### src/rtl/bitwise_serial_pkg.sv
// Shared encodings for the bit-serial logic engine: op select codes and FSM states.
package bitwise_serial_pkg;

  localparam logic [1:0] OP_AND  = 2'b00;
  localparam logic [1:0] OP_OR   = 2'b01;
  localparam logic [1:0] OP_XOR  = 2'b10;
  localparam logic [1:0] OP_NAND = 2'b11;

  typedef enum logic [1:0] {
    ST_IDLE = 2'b00,
    ST_BUSY = 2'b01,
    ST_DONE = 2'b10
  } state_e;

  // Slice counter width; a single-slice build still needs a 1-bit index.
  function automatic int idx_width(input int nslice);
    return (nslice > 1) ? $clog2(nslice) : 1;
  endfunction

endpackage

### src/rtl/bitwise_slice.sv
// Combinational SLICE-wide bitwise operation (AND/OR/XOR/NAND) on one operand slice.
module bitwise_slice
  import bitwise_serial_pkg::*;
#(
  parameter int SLICE = 4
) (
  input  logic [0:SLICE-1] a_i,
  input  logic [0:SLICE-1] b_i,
  input  logic [1:0]       op_i,
  output logic [0:SLICE-1] y_o
);

  always_comb begin
    // NOTE: assign a default before the case so no path leaves y_o unassigned (no latch).
    y_o = '0;
    case (op_i)
      OP_AND:  y_o = a_i & b_i;
      OP_OR:   y_o = a_i | b_i;
      OP_XOR:  y_o = a_i ^ b_i;
      OP_NAND: y_o = ~(a_i & b_i);
      default: y_o = '0;
    endcase
  end

endmodule

### src/rtl/bitwise_serial_unit.sv
// Bit-serial bitwise engine: one SLICE-bit slice per clock, valid/ready in and out.
// Optional `any` output (OR-reduction of out) is enabled by defining BITWISE_SERIAL_ANY_EN.
module bitwise_serial_unit
  import bitwise_serial_pkg::*;
#(
  parameter int WIDTH = 16,
  parameter int SLICE = 4
) (
  input  logic             clk,
  input  logic             reset,
  input  logic             in_valid,
  output logic             in_ready,
  input  logic [0:WIDTH-1] a,
  input  logic [0:WIDTH-1] b,
  input  logic [1:0]       op,
  output logic             out_valid,
  input  logic             out_ready,
  output logic [0:WIDTH-1] out
`ifdef BITWISE_SERIAL_ANY_EN
  ,
  output logic             any
`endif
);

  localparam int NSLICE = WIDTH / SLICE;
  localparam int IDX_W  = idx_width(NSLICE);
  localparam logic [IDX_W-1:0] LAST_IDX = IDX_W'(NSLICE - 1);

  if (WIDTH < 1 || SLICE < 1 || (WIDTH % SLICE) != 0) begin : g_param_check
    $error("bitwise_serial_unit: SLICE must be >= 1 and divide WIDTH");
  end

  state_e           state_q, state_d;
  logic [IDX_W-1:0] idx_q, idx_d;
  logic [0:WIDTH-1] a_q, a_d;
  logic [0:WIDTH-1] b_q, b_d;
  logic [1:0]       op_q, op_d;
  logic [0:WIDTH-1] out_q, out_d;
  logic [0:SLICE-1] slice_a, slice_b, slice_y;
`ifdef BITWISE_SERIAL_ANY_EN
  logic             any_q, any_d;
`endif

  assign slice_a = a_q[int'(idx_q)*SLICE +: SLICE];
  assign slice_b = b_q[int'(idx_q)*SLICE +: SLICE];

  bitwise_slice #(
    .SLICE (SLICE)
  ) u_slice (
    .a_i  (slice_a),
    .b_i  (slice_b),
    .op_i (op_q),
    .y_o  (slice_y)
  );

  always_comb begin
    state_d   = state_q;
    idx_d     = idx_q;
    a_d       = a_q;
    b_d       = b_q;
    op_d      = op_q;
    out_d     = out_q;
`ifdef BITWISE_SERIAL_ANY_EN
    any_d     = any_q;
`endif
    in_ready  = 1'b0;
    out_valid = 1'b0;

    case (state_q)
      ST_IDLE: begin
        in_ready = 1'b1;
        if (in_valid) begin
          a_d     = a;
          b_d     = b;
          op_d    = op;
          out_d   = '0;
          idx_d   = '0;
`ifdef BITWISE_SERIAL_ANY_EN
          any_d   = 1'b0;
`endif
          state_d = ST_BUSY;
        end
      end
      ST_BUSY: begin
        out_d[int'(idx_q)*SLICE +: SLICE] = slice_y;
        idx_d = idx_q + IDX_W'(1);
        if (idx_q == LAST_IDX) begin
`ifdef BITWISE_SERIAL_ANY_EN
          any_d   = |out_d;
`endif
          state_d = ST_DONE;
        end
      end
      ST_DONE: begin
        out_valid = 1'b1;
        if (out_ready) begin
          state_d = ST_IDLE;
        end
      end
      default: state_d = ST_IDLE;
    endcase
  end

  always_ff @(posedge clk or posedge reset) begin
    if (reset) begin
      state_q <= ST_IDLE;
    end else begin
      // NOTE: sequential state uses non-blocking assignment so all registers update together.
      state_q <= state_d;
    end
  end

  // NOTE: captured operands are plain registers, so they take the reset value like the rest.
  always_ff @(posedge clk or posedge reset) begin
    if (reset) begin
      idx_q <= '0;
      a_q   <= '0;
      b_q   <= '0;
      op_q  <= '0;
      out_q <= '0;
    end else begin
      idx_q <= idx_d;
      a_q   <= a_d;
      b_q   <= b_d;
      op_q  <= op_d;
      out_q <= out_d;
    end
  end

`ifdef BITWISE_SERIAL_ANY_EN
  always_ff @(posedge clk or posedge reset) begin
    if (reset) begin
      any_q <= 1'b0;
    end else begin
      any_q <= any_d;
    end
  end

  assign any = any_q;
`endif

  assign out = out_q;

endmodule

### config.mk
export PLATFORM = sky130hd
export DESIGN_NAME = bitwise_serial_unit
export DESIGN_NICKNAME = d
export VERILOG_FILES = /design/src/rtl/bitwise_serial_pkg.sv /design/src/rtl/bitwise_slice.sv /design/src/rtl/bitwise_serial_unit.sv
export SDC_FILE = /design/constraint.sdc
export NUM_CORES = 1
export LEC_CHECK = 0
export ABC_AREA = 1
export BUFFER_PORTS_ARGS = -buffer_cell sky130_fd_sc_hd__buf_2
export CORE_MARGIN = 2
export CORE_UTILIZATION = 49
export DETAILED_ROUTE_END_ITERATION = 16
export GPL_TIMING_DRIVEN = 0
export PLACE_DENSITY_LB_ADDON = 0.25
export SLEW_MARGIN = 20
export SYNTH_ARGS = -nofsm -noshare
export SYNTH_HDL_FRONTEND = slang
export SYNTH_SLANG_ARGS = --single-unit
export TNS_END_PERCENT = 30
### constraint.sdc
create_clock -name clk -period 1.7 [get_ports clk]
set_input_delay 0.255 -clock clk [delete_from_list [all_inputs] [get_ports clk]]
set_output_delay 0.255 -clock clk [all_outputs]
set_load 0.02 [all_outputs]
==> impl_metrics.py <==
metrics = {
    "status": {
        "status": "complete, but fails checks",
        "violations": "setup timing",
    },
    "floorplanning": {
        "die_area_um2": 6210,
        "coreArea_um2": 5440,
        "die_w_um": 78.8,
        "start_util_pct": 50.4,
        "die_h_um": 78.8,
        "num_rows": 27,
        "ios": 56,
    },
    "routing": {
        "wl_per_cell_um": 14.5,
        "drtAntennaViolNets": 0,
        "wl_um": 7080,
        "post-route-drc-count": 0,
        "drtIter0Drc": 162,
        "route.vias.total": 2532,
        "viasPerCell": 5.19,
        "first_pass_iters": 4,
    },
    "cells_and_area": {
        "diodes": 0,
        "syn2layout_area_growth_pct": 35.2,
        "layout_common_cells": "nand2_1, buf_2, dfrtp_1",
        "layout_commonest_cell": "nand2_1",
        "drive_above_1_share_pct": 35.8,
        "nets": 465,
        "final_cell_area_um2": 3710,
    },
    "global_routing": {
        "grt_first_pass_wirelength_um": 11500,
        "antenna_found_initial": 0,
        "grt_pass1_vias": 2459,
        "track_usage_pct": 23.3,
        "grt_remaining_overflow": 0,
        "grt_max_degree": 35,
    },
    "yosys": {
        "ys_types": 23,
        "synth_fp_nets": 386,
        "synth_edf_count": 0,
        "yosys_most_used_dff": "dfrtp_1",
        "ys_seq_area_share_pct": 49.3,
        "yosys_warnings": 0,
        "ys_ff_latch": 54,
        "synthCells": 336,
        "netlist_area_um2": 2740,
        "syn_area_per_cell_um2": 8.16,
        "synthArstFlopShare_pct": 100,
    },
    "timing": {
        "rsz0062_at_grt": "true",
        "whs_ns": 0.117,
        "finalSetupViolations": 16,
        "min_period_over_period_pct": 112,
        "tns_ns": -2.19,
        "max_slew.worst_pin.slew_ns": 0.452,
        "fin_worst_skew_ns": 0.00943,
        "fin_ws_ns": -0.211,
        "finalHoldViolCount": 0,
        "fmax_mhz": 523,
        "slew_headroom_pct": 69.8,
        "report.final.slew_viol_count": 0,
        "finalCriticalPeriod_ns": 1.91,
    },
    "clock_tree": {
        "root_buffer": "clkbuf_8",
        "cts_max_path_buffers": 2,
        "cts_inserted_buffers": 5,
        "cts_tree": "yes",
        "htree_levels": 2,
        "cts.clk_slew.worst_paths_ns": 0.10,
        "cts_sinks": 54,
        "clock_latency_ns": 0.31,
    },
    "setup_path": {
        "start_kind": "flip-flop",
        "worstPathRequired_ns": 1.91,
        "crit_path_max_fanout": 5,
        "cp.arrival_ns": 2.12,
        "crit_path_end_kind": "flip-flop",
        "worstSetupPathType": "flip-flop to flip-flop",
    },
    "power_and_ir_drop": {
        "power_density_nw_per_um2": 2070,
        "p_leak_nw": 1.96,
        "vdd_ir_drop_max_mv": 0.873,
        "power_mw": 7.68,
    },
    "run": {
        "cap_violations": 0,
    },
    "placed_design": {
        "place.gp.congestion": 0.875,
        "io_buffers": 55,
        "hpwl_um": 4510,
        "place_ws_ns": -0.363,
        "postPlaceCellArea_um2": 3150,
    },
    "hold_path": {
        "hp-class": "input pin to flip-flop",
    },
}
-- cells in the mapped netlist (3+ instances only) --
cell     number  share of area, %
buf_6         3               1.2
nand4_1      16               3.7
nor2_1        5              0.68
a21o_1        3              0.82
nor3_2        3               1.1
dfrtp_1      54                49
ha_1         12               5.5
nand3_1      13               2.4
inv_2         6              0.82
o21ai_0       5              0.91
a32oi_1       6               1.9
buf_4         5               1.4
inv_1        19               2.6
buf_2         6               1.1
nand2_1     162                22
a21oi_1       8               1.5
-- logic make-up (layout without fill, tap and decap cells) --
family / after synthesis / after routing / share of synthesized area [%]
AOI/OAI and AO/OA: 28 / 28 / 7.30
adders and majority gates: 12 / 12 / 5.48
buffers and inverters: 40 / 120 / 7.26
DFF: 54 / 54 / 49.3
and+or+nand+nor: 202 / 202 / 30.7
-- worst max-delay path, cell delays in order, from the launching register on --
cell     delay (ns)
dfrtp_1        0.38
buf_6          0.15
buf_4          0.13
nand2_1        0.10
a32oi_4        0.32
ha_1           0.24
inv_1          0.08
nand3_1        0.13
nand3_4        0.11
nand4_1        0.10
nand2_1        0.06
-- power by group --
group / total, mW / internal, mW / switching, mW
logic: 4.71 / 1.97 / 2.74
clock network: 0.748 / 0.330 / 0.419
registers: 2.22 / 1.83 / 0.390
-- registers in the layout, indices dropped and copies added, names as in the netlist --
signal	count
op_q	2
out	16
idx_q	2
b_q	16
a_q	16
state_q	2
-- worst paths after layout --
path | from | end | slack, ns | depth (start not counted)
min in group asynchronous | reset | state_q[0] | 0.49 | 3
min reg2reg | out[9] | out[9] | 0.48 | 2
max reg2reg | idx_q[0] | out[9] | -0.21 | 10
max | idx_q[0] | out[9] | -0.21 | 10
min | out_ready | state_q[1] | 0.12 | 2
max in group asynchronous | reset | b_q[13] | 0.68 | 4
-- metrics by stage --
step	std cells	util, %
after floorplan	336	-
after global placement	463	57.6
after detailed placement	464	58.0
after CTS	485	63.1
after global routing	488	68.2
final	488	68.2
-- metal layers --
layer	routed length [um]	global-route usage [%]	vias to the layer above
li1	-	-	1239
met1	3030	30.5	1196
met2	3550	39.1	83
met3	310	3.98	14
met4	194	8.07	0
met5	0	0	-
-- cell type report --
class / instances / area [um2]
plain buffers: 15 / 135
repair buffers: 72 / 438
inverters: 25 / 114
clock buffers: 7 / 86.3
multi-input cells: 242 / 1490
well taps: 72 / 90.1
fillers: 429 / 1730
flip-flops and latches: 54 / 1350
clock inverters: 1 / 5.00
-- what timing repair did --
| item | CTS | global route |
|---|---|---|
| setup buffers | 11 | 3 |
| resized for setup | 19 | 48 |
| endpoints found under the hold margin | 20 | 0 |
| pin swaps | 19 | 22 |
| hold buffers | 1 | 0 |
| endpoints found under the setup margin | 16 | 16 |
| gates cloned | 1 | 0 |
No activity file was read; power rests on OpenSTA's default activity.
